**src/rtl/knn_loader.sv**
```systemverilog
// Streaming loader for the KNN query and reference memories: assembles LSB-first byte beats into records.
// Optional class-range check on reference records is enabled by defining KNN_CLASS_CHECK_EN.
module knn_loader #(
  parameter int DATA_DIM          = 2,
  parameter int DIM_PREC          = 4,
  parameter int CLASSIFICATIONS   = 3,
  parameter int QUERY_DATA_POINTS = 2,
  parameter int REF_DATA_POINTS   = 4,
  parameter int IN_W              = 8,
  localparam int CW  = $clog2(CLASSIFICATIONS),
  localparam int QW  = DATA_DIM * DIM_PREC,
  localparam int RW  = CW + QW,
  localparam int QAW = $clog2(QUERY_DATA_POINTS),
  localparam int RAW = $clog2(REF_DATA_POINTS)
) (
  input  logic            clk,
  input  logic            reset,
  input  logic            start,
  input  logic [IN_W-1:0] in_data,
  input  logic            in_valid,
  output logic            in_ready,
  output logic            q_we,
  output logic [QAW-1:0]  q_addr,
  output logic [QW-1:0]   q_wdata,
  output logic            r_we,
  output logic [RAW-1:0]  r_addr,
  output logic [RW-1:0]   r_wdata,
  output logic            load_done,
  output logic            err,
  output logic [1:0]      fsm_state
);

  localparam int QB  = (QW + IN_W - 1) / IN_W;
  localparam int RB  = (RW + IN_W - 1) / IN_W;
  localparam int AW  = ((RB > QB) ? RB : QB) * IN_W;
  localparam int MB  = (RB > QB) ? RB : QB;
  localparam int BCW = (MB > 1) ? $clog2(MB) : 1;
  localparam int RCW = (QAW > RAW) ? QAW : RAW;

  localparam logic [BCW-1:0] QB_LAST = BCW'(QB - 1);
  localparam logic [BCW-1:0] RB_LAST = BCW'(RB - 1);
  localparam logic [RCW-1:0] Q_LAST  = RCW'(QUERY_DATA_POINTS - 1);
  localparam logic [RCW-1:0] R_LAST  = RCW'(REF_DATA_POINTS - 1);

  typedef enum logic [1:0] {IDLE, Q_LOAD, R_LOAD, DONE} state_t;

  state_t         state, state_next;
  logic [BCW-1:0] bcnt;
  logic [RCW-1:0] rec;
  logic [AW-1:0]  asm_reg, asm_next;
  logic           accept, rec_end, class_bad, clear;

  // Handshake: a beat transfers on any rising edge where in_valid && in_ready;
  // in_ready depends only on the FSM state, never on in_valid.
  assign in_ready  = (state == Q_LOAD) || (state == R_LOAD);
  assign load_done = (state == DONE);
  assign fsm_state = state;
  assign accept    = in_valid && in_ready;
  assign rec_end   = (bcnt == ((state == Q_LOAD) ? QB_LAST : RB_LAST));

  always_comb begin
    asm_next = asm_reg;
    asm_next[bcnt*IN_W +: IN_W] = in_data;
  end

`ifdef KNN_CLASS_CHECK_EN
  localparam logic [CW:0] CLS_LIM = (CW+1)'(CLASSIFICATIONS);
  assign class_bad = (state == R_LOAD) && rec_end && ({1'b0, asm_next[RW-1:QW]} >= CLS_LIM);
`else
  assign class_bad = 1'b0;
`endif

  always_ff @(posedge clk or negedge reset) begin
    if (!reset) state <= IDLE;
    else        state <= state_next;
  end

  always_comb begin
    state_next = state;
    clear      = 1'b0;
    case (state)
      IDLE: if (start) begin
        state_next = Q_LOAD;
        clear      = 1'b1;
      end
      Q_LOAD: if (accept && rec_end && rec == Q_LAST) state_next = R_LOAD;
      R_LOAD: if (accept && rec_end && !class_bad && rec == R_LAST) state_next = DONE;
      DONE: if (start) begin
        state_next = Q_LOAD;
        clear      = 1'b1;
      end
      default: state_next = IDLE;
    endcase
  end

  // Assembly and write-data registers are separate so a record can assemble while the previous one writes.
  always_ff @(posedge clk or negedge reset) begin
    if (!reset) begin
      bcnt    <= '0;
      rec     <= '0;
      asm_reg <= '0;
      q_we    <= 1'b0;
      q_addr  <= '0;
      q_wdata <= '0;
      r_we    <= 1'b0;
      r_addr  <= '0;
      r_wdata <= '0;
    end else begin
      q_we <= 1'b0;
      r_we <= 1'b0;
      if (clear) begin
        bcnt <= '0;
        rec  <= '0;
      end else if (accept) begin
        asm_reg <= asm_next;
        if (!rec_end) begin
          bcnt <= bcnt + 1'b1;
        end else begin
          bcnt <= '0;
          if (state == Q_LOAD) begin
            q_we    <= 1'b1;
            q_addr  <= rec[QAW-1:0];
            q_wdata <= asm_next[QW-1:0];
            rec     <= (rec == Q_LAST) ? '0 : rec + 1'b1;
          end else if (!class_bad) begin
            r_we    <= 1'b1;
            r_addr  <= rec[RAW-1:0];
            r_wdata <= asm_next[RW-1:0];
            rec     <= (rec == R_LAST) ? '0 : rec + 1'b1;
          end
        end
      end
    end
  end

`ifdef KNN_CLASS_CHECK_EN
  always_ff @(posedge clk or negedge reset) begin
    if (!reset)                    err <= 1'b0;
    else if (clear)                err <= 1'b0;
    else if (accept && class_bad)  err <= 1'b1;
  end
`else
  assign err = 1'b0;
`endif

endmodule
```
**config.mk**
```make
export PLATFORM = sky130hd
export DESIGN_NAME = knn_loader
export DESIGN_NICKNAME = d
export VERILOG_FILES = /design/src/rtl/knn_loader.sv
export SDC_FILE = /design/constraint.sdc
export NUM_CORES = 1
export LEC_CHECK = 0
export CAP_MARGIN = 25
export CORE_ASPECT_RATIO = 0.5
export CORE_MARGIN = 5
export CORE_UTILIZATION = 30
export CTS_BUF_LIST = sky130_fd_sc_hd__clkbuf_16
export DETAILED_ROUTE_END_ITERATION = 16
export DONT_BUFFER_PORTS = 1
export HOLD_SLACK_MARGIN = 0.1
export SLEW_MARGIN = 20
export SYNTH_ARGS = -nofsm -noshare
export SYNTH_HDL_FRONTEND = slang
export SYNTH_SLANG_ARGS = --single-unit
```
**constraint.sdc**
```tcl
create_clock -name clk -period 2.7 [get_ports clk]
set_clock_uncertainty 0.05 [all_clocks]
set_input_delay 0.81 -clock clk [delete_from_list [all_inputs] [get_ports clk]]
set_output_delay 0.81 -clock clk [all_outputs]
set_load 0.005 [all_outputs]
```
* After elaboration in Yosys (flattened, before gate mapping)
Cells that the tools add are included.
** Operators by class
- Bitwise operators :: 2
- Shift operators :: 2
- Muxes and demuxes :: 24
- Reduce and logical (&&, ||, !) cells :: 14
- Eq/ne operators :: 9
- $add $sub $neg :: 3
** Operator list (number)
- $neg 4->34 :: 1
- $shift 8x34->16 const A :: 1
- $shiftx 8x34->16 :: 1
- $mux 2 :: 9
- $bwmux 16 :: 1
- $mux 1 :: 13
- $reduce_and 4->1 :: 2
- $eq 2x2->1 const B :: 3
- $ne 2x1->1 const B :: 3
- $pmux 2 s3 :: 1
- $eq 2x1->1 const B :: 2
- $logic_and 1x1->1 :: 4
- $reduce_and 2->1 :: 2
- $reduce_bool 2->1 :: 2
- $reduce_and 3->1 :: 1
- $add 2x1->2 const B :: 1
- $logic_not 2->1 :: 1
- $not 1->1 :: 2
- $reduce_or 2->1 :: 1
- $add 1x1->1 const B :: 1
- $eq 1x1->1 :: 1
- $logic_or 1x1->1 :: 1
** Word-level totals
- Input port bits :: 12
- Logic and storage cells :: 64
- Output and inout bits :: 28
- Register bits after elaboration :: 44

* Depth between registers and ports, before layout
Gate-level depths: netlist of run 1.
- Depth in word-level cells :: 7
- Depth in mapped cells :: 8
- Gate-level depth less buffers :: 7

* Worst setup path before layout of run 1
No wires, ideal clock.
- Kind :: flip-flop to flip-flop
- From :: register state[1], in the netlist fsm_state[1]
- To :: register state[0], in the netlist fsm_state[0]
- Stages on the path, launching flop included :: 8
- Required time :: 2571 ps
- Arrival :: 1853 ps
- Setup slack :: 717 ps
- Setup time :: 79 ps
- Path buffers :: 0
- Path through :: dfrtp_1 inv_1 ha_1 inv_1 ha_1 nand3_1 a222oi_1 mux2i_1
** Between the ends
- Cells in the longest elaborated chain, start to end :: 7
- Elaborated cells between the ends (all ways) :: 17
** RTL lines
- from (decl) :: line 47 : state_t state, state_next;
- from (signal assigned) :: line 75 : else state <= state_next;
- $eq 2x1->1 / $eq 2x2->1 (equally long branches) :: line 55, 59, 81
- $mux 1 / $logic_or 1x1->1 (equally long branches) :: line 59, 55
- $eq 1x1->1 / $logic_and 1x1->1 (equally long branches) :: line 59, 58
- $logic_and 1x1->1 :: line 86, 87
- $logic_and 1x1->1 (on tied branches) :: line 87, 86
- $ne 2x1->1 (no line)
- $reduce_and 3->1 (no line)
Several ways; a longest one is shown, not always the timed one.
A chain may end at the register's enable or synchronous reset.

* Worst setup path in the final report of run 1
- From :: register state[0], in the netlist fsm_state[0]
- To :: output port in_ready
** Between the ends
- Cells in the longest elaborated chain, start to end :: 2
- Elaborated cells between the ends (all ways) :: 3
** RTL lines
- $eq 2x1->1 / $eq 2x2->1 (equally long branches) :: line 55 : assign in_ready = (state == Q_LOAD) || (state == R_LOAD);
- $logic_or 1x1->1 (*) :: line 55
- to (decl) :: line 21 : output logic in_ready,
Mark *: on every way between the ends. The rest lies on a longest branch, timed or not.

==> flow_results.org, run 1 <==
** Run status
- Result of the run :: finished, final reports clean

** Clock network
- In this run, post-CTS repair resized a total of 0 instances.
- Clock-pin slew was measured on the worst setup and hold paths at 0.05 ns.
- Post-CTS timing repair inserted 0 buffers for setup.
- In this run, CTS created clock tree buffers numbering 5.
- Clock tree synthesis found a total of 38 sinks.
- TritonCTS built the clock tree.
- The tree is rooted in a clkbuf_16.
- For the worst-skew pair, the clock arrives at the later sink with an insertion delay of 0.27 ns.
- The clock tree synthesis step divided the H-tree into 2 levels.
- Hold-fix buffers, CTS :: 0
- Number of buffers on the longest clock path :: 2

** STA
- Fraction of the cycle the final worst path needs :: 0.836
- After routing, the total negative slack on setup checks comes to 0 ns.
- In this run the tightest slew margin relative to its limit is 0.552.
- Hold WS :: 0.178 ns
- Count of final hold-check violations :: 0
- RSZ-0062 raised after global routing :: no
- Setup violations remaining at the end of the flow were counted as 0.
- Slew at the pin closest to its max-slew limit :: 0.670 ns
- Maximum clock rate :: 443 MHz
- The final max-slew violation count was 0.
- The routed design could run at a clock period as short as 2.26 ns.

** Worst setup path
- Worst Setup End Kind :: output port
- Reg-to-Reg End :: fsm_state[1]$_DFFE_PN0P_
- Worst path cell trace :: inv_1 > ha_1 > inv_1
- Among cell families on the critical path, the largest total delay comes from adder cells.
- Worst-path cell with the longest stage delay :: ha_1
- Of all nets on the critical path, the largest fanout is 11.
- The number of cells on the worst reg-to-reg path is 7.
- Counting both buffers and inverters, the worst setup path holds a total of 2.
- Register-to-register setup slack :: 0.49 ns
- The startpoint identified for the worst register-to-register timing path is fsm_state[1]$_DFFE_PN0P_.
- The worst setup path is of the flop to output port kind.
- Data on the critical path is required at its endpoint by 1.84 ns.
- Data arrives at the worst endpoint at 1.40 ns.
- The worst setup path is launched from a flop.
- By instance count, the cell type seen most on the critical path is inv_1.
- Delay of the slowest critical-path stage :: 0.45 ns

** Route
- Metal-1 WL :: 1450 um
- DRC viols :: 0
- Iter 0 DRT Violations :: 27
- Amount of wire on met2 after detailed routing :: 1660 um
- Routed length on met3 :: 269 um
- For this run, the detailed router's first-pass iteration total came to 4.
- Detail-routed via count per cell :: 4.56
- For this block, the routed nets add up to 3420 um of wire.
- Antenna-violating nets left :: 0
- After detailed routing, the average wire length per cell comes to 15.2 um.
- Top routing layer in use :: met4
- Summing over every cut layer, the via total after detailed routing is 1027.

** Finish
- Layout net count :: 173
- Area Growth Syn to Fin :: 11.0%
- Of the cells placed in the final design, the portion with a size suffix greater than 1 is 0.125.
- # diodes :: 0

** Power and ir drop
- IR analysis of the VDD net gives a maximum drop of 0.000316 V.
- Total power density per cell area :: 1190 mW/mm^2
- Leakage :: 0.000896 uW

** Floorplan
- Horizontal die dimension :: 117 um
- The die covers 0.00745 sq mm.
- Core Box Area :: 0.00552 sq mm
- IO Count :: 40
- Vertical die dimension :: 63.6 um
- In this run the core area contains 19 standard-cell rows.
- Starting density of the core :: 0.312

** GRT
- After global routing the overflow that remains totals 0.
- For this run, the total global-route usage over all layers was measured as 0.102.
- Antenna violations before repair :: 0
- Via count of the first global-routing pass :: 1057
- The first global-routing pass estimated 5780 um of wire.
- Pin count of the biggest net entering global routing :: 39

** Placed design
- Routability-driven placement finished with a final weighted congestion of 0.723.
- Summed over all nets, the half-perimeter wirelength after detailed placement is 2510 um.
- During placement, the flow inserted port buffers numbering 0.

** Logic synthesis
- Number of distinct library cells after synthesis :: 23
- EDFF count, synth :: 0
- Synthesis produced a netlist with a net count of 173.
- Leading register cell type out of synthesis :: dfrtp_1
- Averaged over all synthesized cells, the footprint is 11.4 sq um.
- During synthesis, Yosys emitted a total of 0 warnings.
- Cell count after synthesis :: 151
- Counting flops and latches in the post-synthesis netlist gives 38.
- Share of async-settable or async-resettable flops after synthesis :: 1.00
- In this run the cell area of the synthesized design comes to 0.00172 sq mm.
- The share of the Yosys chip area taken by registers is 0.552.

** Flow run
- Max-cap violations in this run came to 0.

** Min path
- Hold WC Path Type :: primary input to asynchronous set/reset pin
-- layout make-up --
type | instances | area, sq um
multi-input combinational | 95 | 684
sequential | 38 | 951
timing repair buffer | 2 | 15.0
inverter | 9 | 33.8
clock inverter | 3 | 12.5
tap | 73 | 91.3
fill | 569 | 3600
clock buffer | 5 | 125
-- cells in the final DEF, fill, tap and decap left out, drive strengths merged --
cell    count
a211o       1
a222oi      1
a22oi       2
and3        1
buf         2
clkbuf      5
clkinv      2
conb        1
dfrtp      38
ha         10
inv        10
mux2       11
mux2i      13
nand2      24
nand2b      1
nand3       2
nand3b      3
nand4b      1
nor2b       1
o21ai      21
o22ai       1
or3         1
-- cell usage after synthesis (all sizes together) (2+ instances only) --
| master | count | area [sq um] |
|---|---|---|
| nand2 | 24 | 90.1 |
| o21ai | 21 | 105 |
| clkbuf | 2 | 7.51 |
| buf | 7 | 46.3 |
| dfrtp | 38 | 951 |
| ha | 10 | 125 |
| a22oi | 2 | 15.0 |
| nand3 | 2 | 10.0 |
| nand3b | 3 | 22.5 |
| mux2i | 13 | 130 |
| inv | 9 | 33.8 |
| mux2 | 11 | 124 |
-- power by group --
part	switching, uW	internal (uW)
Clock	206	333
Sequential	202	824
Combinational	367	335
Total	775	1490
-- worst max path at each step --
stage	startpoint	endpoint	slack, ns	depth (start not counted)
2_1_floorplan	fsm_state[1]$_DFFE_PN0P_	fsm_state[0]$_DFFE_PN0P_	0.72	7
3_3_place_gp	fsm_state[1]$_DFFE_PN0P_	fsm_state[1]$_DFFE_PN0P_	0.60	7
3_5_place_dp	fsm_state[1]$_DFFE_PN0P_	fsm_state[1]$_DFFE_PN0P_	0.46	7
4_1_cts	fsm_state[0]$_DFFE_PN0P_	in_ready	0.41	3
5_1_grt	fsm_state[0]$_DFFE_PN0P_	in_ready	0.33	3
6_report	fsm_state[0]$_DFFE_PN0P_	in_ready	0.44	3
-- per-stage QoR --
step / std cells / worst slack, ns / cell area, sq um / utilization / total power, uW
finish: 225 / 0.443 / 1910 / 0.347 / 2270
global placement: 217 / 0.605 / 1780 / 0.322 / 1720
CTS: 225 / 0.408 / 1910 / 0.347 / 2320
global route: 225 / 0.330 / 1910 / 0.347 / 2450
floorplan: 151 / 0.717 / 1720 / - / 1600
detailed placement: 217 / 0.465 / 1780 / 0.322 / 1760
-- metal layers --
layer / vias to the layer above / track usage
met5: - / 0
met3: 6 / 0.0507
met2: 17 / 0.151
met4: 0 / 0.0472
met1: 490 / 0.124
li1: 514 / -
-- logic make-up (layout without fill, tap and decap cells) --
logic type,count (synthesis),after routing,share of synthesized area
AOI/OAI and AO/OA,26,26,0.0842
adders and majority gates,10,10,0.0726
buffers and inverters,18,19,0.0508
DFF,38,38,0.552
muxes,24,24,0.147
other,1,1,0.00218
and+or+nand+nor,34,34,0.0908
(Power assumes the default switching activity.)
==> inputs of run 2 (changes only) <==
Clock period 2.7 ns to 2.3 ns, I/O delays scaled along.
==> run 2 against run 1 <==
Against the previous run:
- sequential cell count unchanged
- largest power group unchanged
- non-clock buffer count grew 4
- largest cell class unchanged
- critical path depth is the same
- cell area is 2.2% higher
==> flow_results.org, run 2 (synthesis results as in run 1) <==
** Clock network
- Number of buffers on the longest clock path :: 2 (unchanged)
- The clock slew at the register clock pins of the worst setup and hold paths came to 0.05 ns (about the same).
- TritonCTS built the clock tree.
- The post-cts sizing count is 0 (unchanged).
- The tree is rooted in a clkbuf_16.
- The deepest level of the CTS H-tree was 2 (unchanged).
- The source-to-sink clock delay at the later pin of the worst-skew pair was 0.27 ns (about the same).
- CTS sink count :: 38 (unchanged)
- The number of CTS-inserted buffers came to 5 (unchanged).

** Floorplan
- Starting density of the core :: 0.312 (unchanged)
- The number of placement rows was 19 (unchanged).
- Horizontal die dimension :: 117 um (unchanged)
- The total die area was 0.00745 sq mm (unchanged).
- The area of the core is 0.00552 sq mm (unchanged).
- IO Count :: 40 (unchanged)
- Vertical die dimension :: 63.6 um (unchanged)

** Finish
- Most used cells in the layout excluding fill and tap cells :: 38 x dfrtp_1, 24 x nand2_1, 21 x o21ai_0, 13 x mux2i_1, 11 x mux2_2
- Filler-free cell count of the finished design :: 229 (+1.8%)
- # diodes :: 0 (unchanged)
- Layout net count :: 177 (+2.3%)
- The number of fillers in the final layout came to 553 (-2.8%).
- The fraction of layout cells with a size suffix above 1 was 0.147 (+0.0224).
- Area Growth Syn to Fin :: 13.5%
- Most frequent standard cell in the layout excluding fill and tap cells :: dfrtp_1

** Power and ir drop
- Clock group share of total power :: 0.233 (-0.005)
- The part of the total power dissipated in sequential elements came to 0.437 (-0.015).
- The maximum resistive drop on vdd came to 0.000369 V (+17%).
- The internal power came to 1780 uW (+19%).
- Proportion of power drawn by combinational gates :: 0.330 (+0.020)
- Switch Pwr :: 910 uW (+17%)
- The areal power density over the cells is 1380 mW/mm^2 (+16%).
- The leakage component of the power came to 0.000920 uW (+2.7%).
- Switching Fraction :: 0.338 (-0.00396)

** GRT
- Antenna violations before repair :: 0 (unchanged)
- The combined global-route utilization of all metal layers is 0.0969 (-0.00530).
- The pin count of the biggest net entering global routing came to 39 (unchanged).
- Global-route wire length before repair :: 5530 um (-4.3%)
- The via count of the first global-routing pass is 1046 (-1.0%).
- Leftover overflow at the end of global routing :: 0 (unchanged)

** STA
- The count of final setup violators was 0 (unchanged).
- The headroom to the max-slew limit is 0.651 (+0.0992).
- The number of hold-slack violations in the final timing report came to 0 (unchanged).
- Maximum clock rate :: 464 MHz
- Setup repair after global routing left no endpoint under its margin.
- The worst path needs 2.15 ns of the cycle, external delays included.
- The final sum of negative setup slack was 0 ns (unchanged).
- The transition time at the pin with the least slew margin was 0.523 ns (-0.147 ns).
- Of the available clock period, the critical path in the final layout requires 0.936.
- The final max-slew violation count was 0 (unchanged).

** Route
- Avg WL per Cell :: 14.3 um (-5.8%)
- DRC viols :: 0 (unchanged)
- Detail-routed via count per cell :: 4.48 (-1.8%)
- The detailed router's first-iteration violation count was 39 (+44%).
- The via count was 1026 (-0.097%).
- Antenna-violating nets left :: 0 (unchanged)
- TritonRoute pass-1 iters :: 4 (unchanged)
- Total wire length :: 3270 um (-4.1%)

** Min path
- Hold WC Path Type :: primary input to asynchronous set/reset pin

** Worst setup path
- Worst Setup End Kind :: output port
- The largest driver fanout on the critical path was 11 (unchanged).
- The arrival time of data at the critical path endpoint is 1.41 ns (about the same).
- The data required time of the critical path came to 1.56 ns (-0.28 ns).
- Startpoint type of the worst setup path :: flop
- Category of the critical setup timing path :: flop to output port

** Run status
- Result of the run :: finished, final reports clean

** Placed design
- # port buffers :: 0 (unchanged)
- Routability congestion estimate from global placement :: 0.774 (+7.0%)
- Placed Cells :: 220 (+1.4%)
- The half-perimeter wire length after detailed placement came to 2380 um (-5.4%).

** Flow run
- The max-cap violation count came to 0 (unchanged).
## run 2: layer usage
| metal | vias up | track usage | wire length, um |
|---|---|---|---|
| met4 | 0 | 0.0429 | 38 |
| met3 | 4 | 0.0440 | 243 |
| li1 | 520 | - | - |
| met1 | 485 | 0.112 | 1340 |
| met5 | - | 0 | 0 |
| met2 | 17 | 0.154 | 1650 |
## run 2: final cells by class
class / count / area [sq um] / share of cell area
flip-flops and latches: 38 / 951 / 0.486
inverters: 9 / 33.8 / 0.0173
repair buffers: 6 / 57.6 / 0.0294
clock inverters: 3 / 12.5 / 0.00640
well taps: 73 / 91.3 / 0.0467
multi-input cells: 95 / 684 / 0.350
clock buffers: 5 / 125 / 0.0640
## run 2: worst paths after layout
path / end / from / slack, ns / cells after the start
worst max-delay path: in_ready / fsm_state[0]$_DFFE_PN0P_ / 0.15 / 3
worst min-delay path: r_wdata[2]$_DFFE_PN0P_ / reset / 0.20 / 1
worst max register to register: fsm_state[0]$_DFFE_PN0P_ / fsm_state[1]$_DFFE_PN0P_ / 0.20 / 7
min in group clk: asm_reg[1]$_DFFE_PN0P_ / asm_reg[1]$_DFFE_PN0P_ / 0.45 / 1
max in group asynchronous: q_wdata[0]$_DFFE_PN0P_ / reset / 1.81 / 1
worst min register to register: asm_reg[1]$_DFFE_PN0P_ / asm_reg[1]$_DFFE_PN0P_ / 0.45 / 1
## run 2: what timing repair did
action,in CTS,in global routing
hold buffers,1,0
buffers inserted,0,0
hold endpoints to repair,38,0
## run 2: worst max-delay path, stage by stage, from the launching register on
cell     delay [ns]
dfrtp_1        0.43
inv_1          0.09
ha_1           0.47
inv_1          0.15
## run 2: metrics by stage
step / power (uW) / area, sq um / util / worst slack [ns] / hold WS, ns
2_1_floorplan: 1880 / 1720 / - / 0.317 / 0.344
3_3_place_gp: 2050 / 1800 / 0.326 / 0.323 / 0.345
3_5_place_dp: 2090 / 1800 / 0.326 / 0.192 / 0.345
4_1_cts: 2750 / 1960 / 0.355 / 0.134 / 0.209
5_1_grt: 2920 / 1960 / 0.355 / 0.0316 / 0.211
6_report: 2690 / 1960 / 0.355 / 0.146 / 0.203
## run 2: power groups by stage
stage	Sequential, uW	Combinational, uW	Clock [uW]
after floorplan	1130	743	0
after global placement	1190	858	0
after detailed placement	1210	887	0
after CTS	1190	907	648
after global routing	1220	1020	676
final	1180	889	627
